<file path="src/rtl/serial_add_pkg.sv">
// Shared constants for the serial adder controller: slice width, FSM encoding
// and the slice-index width helper.
package serial_add_pkg;

  localparam int SLICE_W = 5;

  typedef enum logic [1:0] {
    IDLE = 2'd0,
    RUN  = 2'd1,
    DONE = 2'd2
  } state_t;

  // A single-slice build still needs a 1-bit index register.
  function automatic int idx_w(input int s);
    return (s <= 1) ? 1 : $clog2(s);
  endfunction

endpackage

</file>
<file path="src/rtl/adder5.sv">
// 5-bit ripple adder slice, shared by the serial controller as its only datapath.
module adder5 (
  input  logic [4:0] a,
  input  logic [4:0] b,
  input  logic       cin,
  output logic [4:0] sum,
  output logic       cout
);

  assign {cout, sum} = {1'b0, a} + {1'b0, b} + {5'd0, cin};

endmodule

</file>
<file path="src/rtl/serial_add_ctrl.sv">
// Wide adder that reuses one adder5 slice, LSB slice first, carry registered between slices.
// Optional SERIAL_ADD_SUB_EN adds a sub port that turns the operation into a - b.
//
// state | meaning
// IDLE  | waiting for operands, in_ready=1
// RUN   | one slice per cycle through the shared adder5
// DONE  | result held until the consumer takes it
module serial_add_ctrl
  import serial_add_pkg::*;
#(
  parameter int WIDTH = 20
) (
  input  logic             clk,
  input  logic             rst_n,
  input  logic             in_valid,
  output logic             in_ready,
  input  logic [WIDTH-1:0] a,
  input  logic [WIDTH-1:0] b,
  input  logic             cin,
`ifdef SERIAL_ADD_SUB_EN
  input  logic             sub,
`endif
  output logic             out_valid,
  input  logic             out_ready,
  output logic [WIDTH-1:0] sum,
  output logic             cout,
  output logic             busy
);

  localparam int S  = WIDTH / SLICE_W;
  localparam int IW = idx_w(S);
  localparam logic [IW-1:0] LAST_IDX = IW'(S - 1);

  state_t           state, state_nxt;
  logic [WIDTH-1:0] a_q, b_q, sum_q;
  logic [IW-1:0]    idx_q;
  logic             carry_q, cout_q;
  logic [WIDTH-1:0] b_load;
  logic             cin_load;
  logic [SLICE_W-1:0] slice_sum;
  logic             slice_cout;
  logic             last_slice;

`ifdef SERIAL_ADD_SUB_EN
  // Subtraction is a + ~b + 1, so the caller's cin is overridden.
  assign b_load   = sub ? ~b : b;
  assign cin_load = sub ? 1'b1 : cin;
`else
  assign b_load   = b;
  assign cin_load = cin;
`endif

  assign last_slice = (idx_q == LAST_IDX);

  adder5 u_slice (
    .a    (a_q[SLICE_W-1:0]),
    .b    (b_q[SLICE_W-1:0]),
    .cin  (carry_q),
    .sum  (slice_sum),
    .cout (slice_cout)
  );

  always_comb begin
    state_nxt = state;
    case (state)
      IDLE:    if (in_valid)   state_nxt = RUN;
      RUN:     if (last_slice) state_nxt = DONE;
      DONE:    if (out_ready)  state_nxt = IDLE;
      default: state_nxt = IDLE;
    endcase
  end

  always_ff @(posedge clk or negedge rst_n) begin
    if (!rst_n) begin
      state   <= IDLE;
      a_q     <= '0;
      b_q     <= '0;
      sum_q   <= '0;
      idx_q   <= '0;
      carry_q <= 1'b0;
      cout_q  <= 1'b0;
    end else begin
      state <= state_nxt;
      case (state)
        IDLE: begin
          if (in_valid) begin
            a_q     <= a;
            b_q     <= b_load;
            carry_q <= cin_load;
            idx_q   <= '0;
          end
        end
        RUN: begin
          // Operands shift down; each slice result enters at the top of sum,
          // so after S cycles slice 0 has reached bits 4:0.
          a_q     <= a_q >> SLICE_W;
          b_q     <= b_q >> SLICE_W;
          sum_q   <= WIDTH'({slice_sum, sum_q} >> SLICE_W);
          carry_q <= slice_cout;
          idx_q   <= idx_q + IW'(1);
          if (last_slice) cout_q <= slice_cout;
        end
        default: ;
      endcase
    end
  end

  assign in_ready  = (state == IDLE);
  assign out_valid = (state == DONE);
  assign busy      = (state != IDLE);
  assign sum       = sum_q;
  assign cout      = cout_q;

endmodule

</file>
<file path="config.mk">
export PLATFORM = sky130hd
export DESIGN_NAME = serial_add_ctrl
export DESIGN_NICKNAME = d
export VERILOG_FILES = /design/src/rtl/serial_add_pkg.sv /design/src/rtl/adder5.sv /design/src/rtl/serial_add_ctrl.sv
export SDC_FILE = /design/constraint.sdc
export NUM_CORES = 1
export LEC_CHECK = 0
export CORE_MARGIN = 2
export CORE_UTILIZATION = 55
export CTS_CLUSTER_SIZE = 10
export DETAILED_ROUTE_END_ITERATION = 8
export PLACE_DENSITY = 0.85
export SETUP_SLACK_MARGIN = 0.15
export SLEW_MARGIN = 10
export SYNTH_ARGS = -nofsm -noshare
export SYNTH_HDL_FRONTEND = slang
export SYNTH_SLANG_ARGS = --single-unit
</file>
<file path="constraint.sdc">
create_clock -name clk -period 3.4 [get_ports clk]
set_input_delay 0.51 -clock clk [delete_from_list [all_inputs] [get_ports clk]]
set_output_delay 0.51 -clock clk [all_outputs]
set_load 0.01 [all_outputs]
</file>
==> flow_summary.yaml, run 1 <==
status:
  status: "complete, no violations"
floorplan:
  design.core.area_um2: 5851
  io-pin-count: 69
  die_w_um: 81.34
  num_rows: 28
  start_util_pct: 56.22
  dieArea_um2: 6615
  die_h_um: 81.34
logic_synthesis:
  synth-edff-count: 0
  synth_top_area_share_pct: 50.21
  netlist_area_um2: 3289
  ys_ff_latch: 66
  postSynthCellCount: 351
  synth_ff_type: "dfrtp_1"
  yosysUniqueCellTypes: 33
  synth_nets: 403
  yosys.area.top_type: "dfrtp_1"
  ys_warn_count: 0
  avgSynthCellArea_um2: 9.372
  ys_seq_area_share_pct: 50.21
  synthTopCellsByArea: "dfrtp_1 50%, nand2_1 7.5%, a21oi_1 6.5%, a22oi_1 6.4%, o21ai_0 5.8%"
  synthArstFlopShare_pct: 100.0
  synth_commonest_cells: "66 x dfrtp_1, 66 x nand2_1, 43 x a21oi_1, 38 x o21ai_0, 29 x nor2b_1"
routing:
  route.met3.wl_um: 296
  drt_pass1_iterations: 4
  top_layer_used: "met4"
  wl_per_cell_um: 14.67
  drt-met1-wl_mm: 3.166
  wirelength_mm: 7.217
  vias_per_cell: 5.565
  vias: 2738
  drt-initial-drc-count: 169
  routed-wl-met2_mm: 3.578
  ant_nets: 0
  route.detailed.drc: 0
clock_tree:
  htree_levels: 3
  cts_resized: 0
  clk_latency_ps: 340
  clkTransAtPathRegs_ps: 70
  numCtsBuffers: 9
  cts_root_buf: "clkbuf_8"
  cts_setup_buffers: 0
  ctsHoldBuffers: 0
  clock_sinks: 66
  cts_tree: "built"
  clockBufferDepth: 2
setup_path:
  crit_fanout: 8
  cp-end-kind: "output pin"
  cp-start-kind: "flop"
  critPathRequiredTime_ps: 2890
  cp.arrival_ps: 1690
  criticalPathCategory: "reg -> out"
pwr:
  cellPowerDensity_nw_per_um2: 851.2
  power.switching_mw: 1.331
  sw_frac_of_total_pct: 37.52
  p_int_mw: 2.216
  p_leak_nw: 1.885
  max-vdd-ir-drop_v: 0.0004244
  p_total_mw: 3.547
  seq_power_share_pct: 38.5
  pwr-share-clk_pct: 19.8
  comb_power_share_pct: 41.7
place:
  place_inst: 476
  dp_hpwl_mm: 4.854
  place.port_buffers: 68
  gp_congestion: 0.7938
  placed_area_um2: 3951
  preCtsSetupSlack_ps: 1309
timing:
  maxSlewViolCount: 0
  slew_headroom_pct: 44.52
  finalClockSkew_ps: 5.520
  max_slew.worst_pin.slew_ps: 832.2
  fin_ws_ps: 1204
  min_period_ps: 2196
  rsz0062_at_grt: "no"
  max_freq_mhz: 455.3
  min_period_over_period_pct: 64.59
  tns_ps: 0
  finalHoldViolations: 0
  setup_viol: 0
  hold-worst-slack_ps: 266.6
grt:
  antenna_found_initial: 0
  gr-total-overflow: 0
  first_global_vias: 2707
  grt_use_total_pct: 24.55
  grt_max_degree: 47
  grt_pass1_wl_mm: 12.37
final_layout:
  finish.instance_area_um2: 4168
  n_antenna_cell: 0
  drive_above_1_share_pct: 6.235
  nets: 464
  layoutNonFillerInstCount: 492
  multi_input_area_um2: 1451
  ff_latch_area_um2: 1652
  utilization_pct: 71.24
  fillers: 433
  syn_to_final_growth_pct: 26.70
job:
  cap_violations: 0
worst_hold_path:
  min_path_type: "in -> async"
==> path summary, 6_finish.rpt <==
kind,startpoint,to,slack (ps),cells after the start
setup / recovery,state[0],in_ready,1200,3
max in group asynchronous,rst_n,a_q[15],2150,3
hold reg to reg,sum[1],sum[1],470,2
hold / removal,rst_n,state[1],270,1
min in group clk,sum[1],sum[1],470,2
setup reg to reg,state[1],sum[17],1470,5
==> sequential cells by signal (all words and copies together) (netlist names) <==
| signal | cells |
|---|---|
| a_q | 20 |
| b_q | 20 |
| carry_q | 1 |
| cout | 1 |
| idx_q | 2 |
| state | 2 |
| sum | 20 |
==> layer usage <==
layer	GRT usage, %	vias up
met1	32.23	1314
met4	13.22	0
met3	3.778	17
met2	39.18	80
li1	-	1327
met5	0	-
==> area by class of cell <==
cell class	count	area share (%)
Tap cell	75	2.252
Multi-Input combinational cell	253	34.82
Timing Repair Buffer	75	17.47
Clock buffer	15	4.473
Clock inverter	1	0.7205
Inverter	7	0.6304
Sequential cell	66	39.63
==> critical path, stage by stage, from the launching register on <==
cell and delay (ps):
dfrtp_1 440, or2_2 330, inv_1 50, clkdlybuf4s50_1 520
==> cell families after synthesis <==
family / synth area share [%]
DFF: 50.21
AOI/OAI and AO/OA: 21.64
muxes: 0.6466
buffers and inverters: 5.668
and+or+nand+nor: 18.45
xor gates and xnor gates: 0.2663
adders and majority gates: 3.119
==> placed cells by master, fill, tap and decap left out, types with 5 or more instances in the layout <==
cell type and n:
nand2_1 66, clkbuf_8 13, o21ai_1 8, dfrtp_1 66, nor2b_1 29, inv_1 7, and2b_1 11, ha_1 5
buf_4 7, a21oi_1 43, clkdlybuf4s50_1 67, o21ai_0 38, a22oi_1 28
==> power groups by stage <==
stage          Combinational (mW)  Sequential [mW]  Clock, mW
2_1_floorplan                1.02             1.36          0
3_3_place_gp                 1.43             1.36          0
3_5_place_dp                 1.49             1.37          0
4_1_cts                      1.49             1.37      0.709
5_1_grt                      1.68             1.41      0.743
6_report                     1.48             1.37      0.701
Power figures use the tool's default switching activity.
==> run 2: changes to the inputs <==
- CORE_UTILIZATION: 55 -> 51
- PLACE_DENSITY: 0.85 -> 0.8
- clock period: 3.4 -> 2.22 ns (I/O delays scaled with it)
==> run 2 against run 1 <==
  * First-iteration DRC count fell by 12%
  * Sequential share of layout area fell by 0.11 points
  * Final cell count rose by 0.61%
  * Clock skew fell by 1.2 ps
  * Critical path depth did not move
  * Clock power rose by 39%
  * Count of clock-buffer cells in the layout fell by 3
  * Cell area rose by 0.27%
  * Power rose by 53%
  * Utilization fell by 4.7 points
  * The flow now finishes with violations (hold timing)
==> flow_summary.yaml, run 2 (synthesized netlist as in run 1, its figures left out) <==
status:
  status: "finished with violations"
  violations: "hold timing"
routing:
  ant_nets: 0
  wirelength_mm: 7.529
  drt-initial-drc-count: 148
  route.detailed.drc: 0
  drt_pass1_iterations: 5
  wl_per_cell_um: 15.21
  vias_per_cell: 5.568
  vias: 2756
final_layout:
  n_antenna_cell: 0
  syn_to_final_growth_pct: 27.04
  utilization_pct: 66.57
  nets: 466
  layoutNonFillerInstCount: 495
  drive_above_1_share_pct: 6.459
  final_common_cell: "clkdlybuf4s50_1"
  finish.instance_area_um2: 4179
  mostFrequentLayoutCells: "67 x clkdlybuf4s50_1, 66 x nand2_1, 66 x dfrtp_1"
setup_path:
  cp-end-kind: "output pin"
  crit_chain: "or2_2 -> inv_1 -> clkdlybuf4s50_1"
  critPathRequiredTime_ps: 1890
  crit_fanout: 4
  criticalPathCategory: "reg -> out"
  max_stage_delay_ps: 520
  cp-start-kind: "flop"
  crit_slowest_cell: "clkdlybuf4s50_1"
  cp.arrival_ps: 1640
job:
  cap_violations: 0
place:
  gp_congestion: 0.8159
  dp_hpwl_mm: 5.048
  preCtsSetupSlack_ps: 367.6
  place_inst: 480
  place.port_buffers: 68
  placed_area_um2: 3994
timing:
  fin_ws_ps: 249.1
  rsz0062_at_grt: "no"
  finalClockSkew_ps: 4.367
  max_slew.worst_pin.slew_ps: 606.2
  min_period_ps: 1971
  finalHoldViolations: 25
  hold-worst-slack_ps: -7.213
  slew_headroom_pct: 59.59
  min_period_over_period_pct: 88.78
  tns_ps: 0
  max_freq_mhz: 507.4
  setup_viol: 0
  maxSlewViolCount: 0
grt:
  grt_use_total_pct: 22.70
  first_global_vias: 2676
  antenna_found_initial: 0
  grt_pass1_wl_mm: 12.68
  grt_max_degree: 47
  gr-total-overflow: 0
floorplan:
  dieArea_um2: 7108
  design.core.area_um2: 6277
  die_w_um: 84.31
  die_h_um: 84.31
  io-pin-count: 69
  num_rows: 29
  start_util_pct: 52.40
clock_tree:
  cts_resized: 0
  cts_tree: "built"
  clockBufferDepth: 2
  clkTransAtPathRegs_ps: 60
  numCtsBuffers: 9
  ctsHoldBuffers: 0
  clock_sinks: 66
  cts_setup_buffers: 0
  htree_levels: 3
  cts_root_buf: "clkbuf_8"
  clk_latency_ps: 350
pwr:
  max-vdd-ir-drop_v: 0.0006780
  p_leak_nw: 1.891
  cellPowerDensity_nw_per_um2: 1300
  p_total_mw: 5.431
worst_hold_path:
  min_path_type: "in -> async"
[run 2: cell types whose count changed in the layout (fill, tap and decap cells not counted)]
| cell | previous run | this run |
|---|---|---|
| clkbuf_8 | 13 | 10 |
| buf_12 | 0 | 2 |
| clkinv_2 | 0 | 2 |
[run 2: worst paths after layout]
| path | startpoint | endpoint | slack [ps] | cells after the start |
|---|---|---|---|---|
| worst max-delay path | state[0] | in_ready | 250 | 3 |
| worst min-delay path | rst_n | sum[2] | -7 | 1 |
| worst max register to register | a_q[0] | sum[19] | 350 | 7 |
| worst min register to register | sum[3] | sum[3] | 480 | 2 |
| max in group asynchronous | rst_n | a_q[13] | 1610 | 2 |
| min in group clk | sum[3] | sum[3] | 480 | 2 |
[run 2: worst max-delay path: cells and delay by family (launching register included)]
family                 cells  cell delay, ps
and+or+nand+nor            1             310
DFF                        1             400
buffers and inverters      2             580
[run 2: layout make-up]
class | instances | area (µm²)
fill | 549 | 2098
sequential | 66 | 1652
multi-input combinational | 253 | 1451
timing repair buffer | 77 | 768.2
clock buffer | 12 | 145.1
tap | 77 | 96.34
clock inverter | 3 | 40.04
inverter | 7 | 26.28
[run 2: power breakdown]
| group | switching [mW] | leakage, nW | total (mW) | internal (mW) |
|---|---|---|---|---|
| combinational | 1.27 | 0.937 | 2.37 | 1.10 |
| clock | 0.436 | 0.0962 | 0.976 | 0.540 |
| sequential | 0.382 | 0.858 | 2.09 | 1.71 |
| total | 2.09 | 1.89 | 5.43 | 3.35 |
[run 2: metal layers]
layer  global-route usage (%)  wire (µm)  vias up
met3                    3.540        365       13
met5                        0          0        -
met2                    37.30       3670       89
met4                    11.44        184        0
li1                         -          -     1327
met1                    29.31       3309     1327
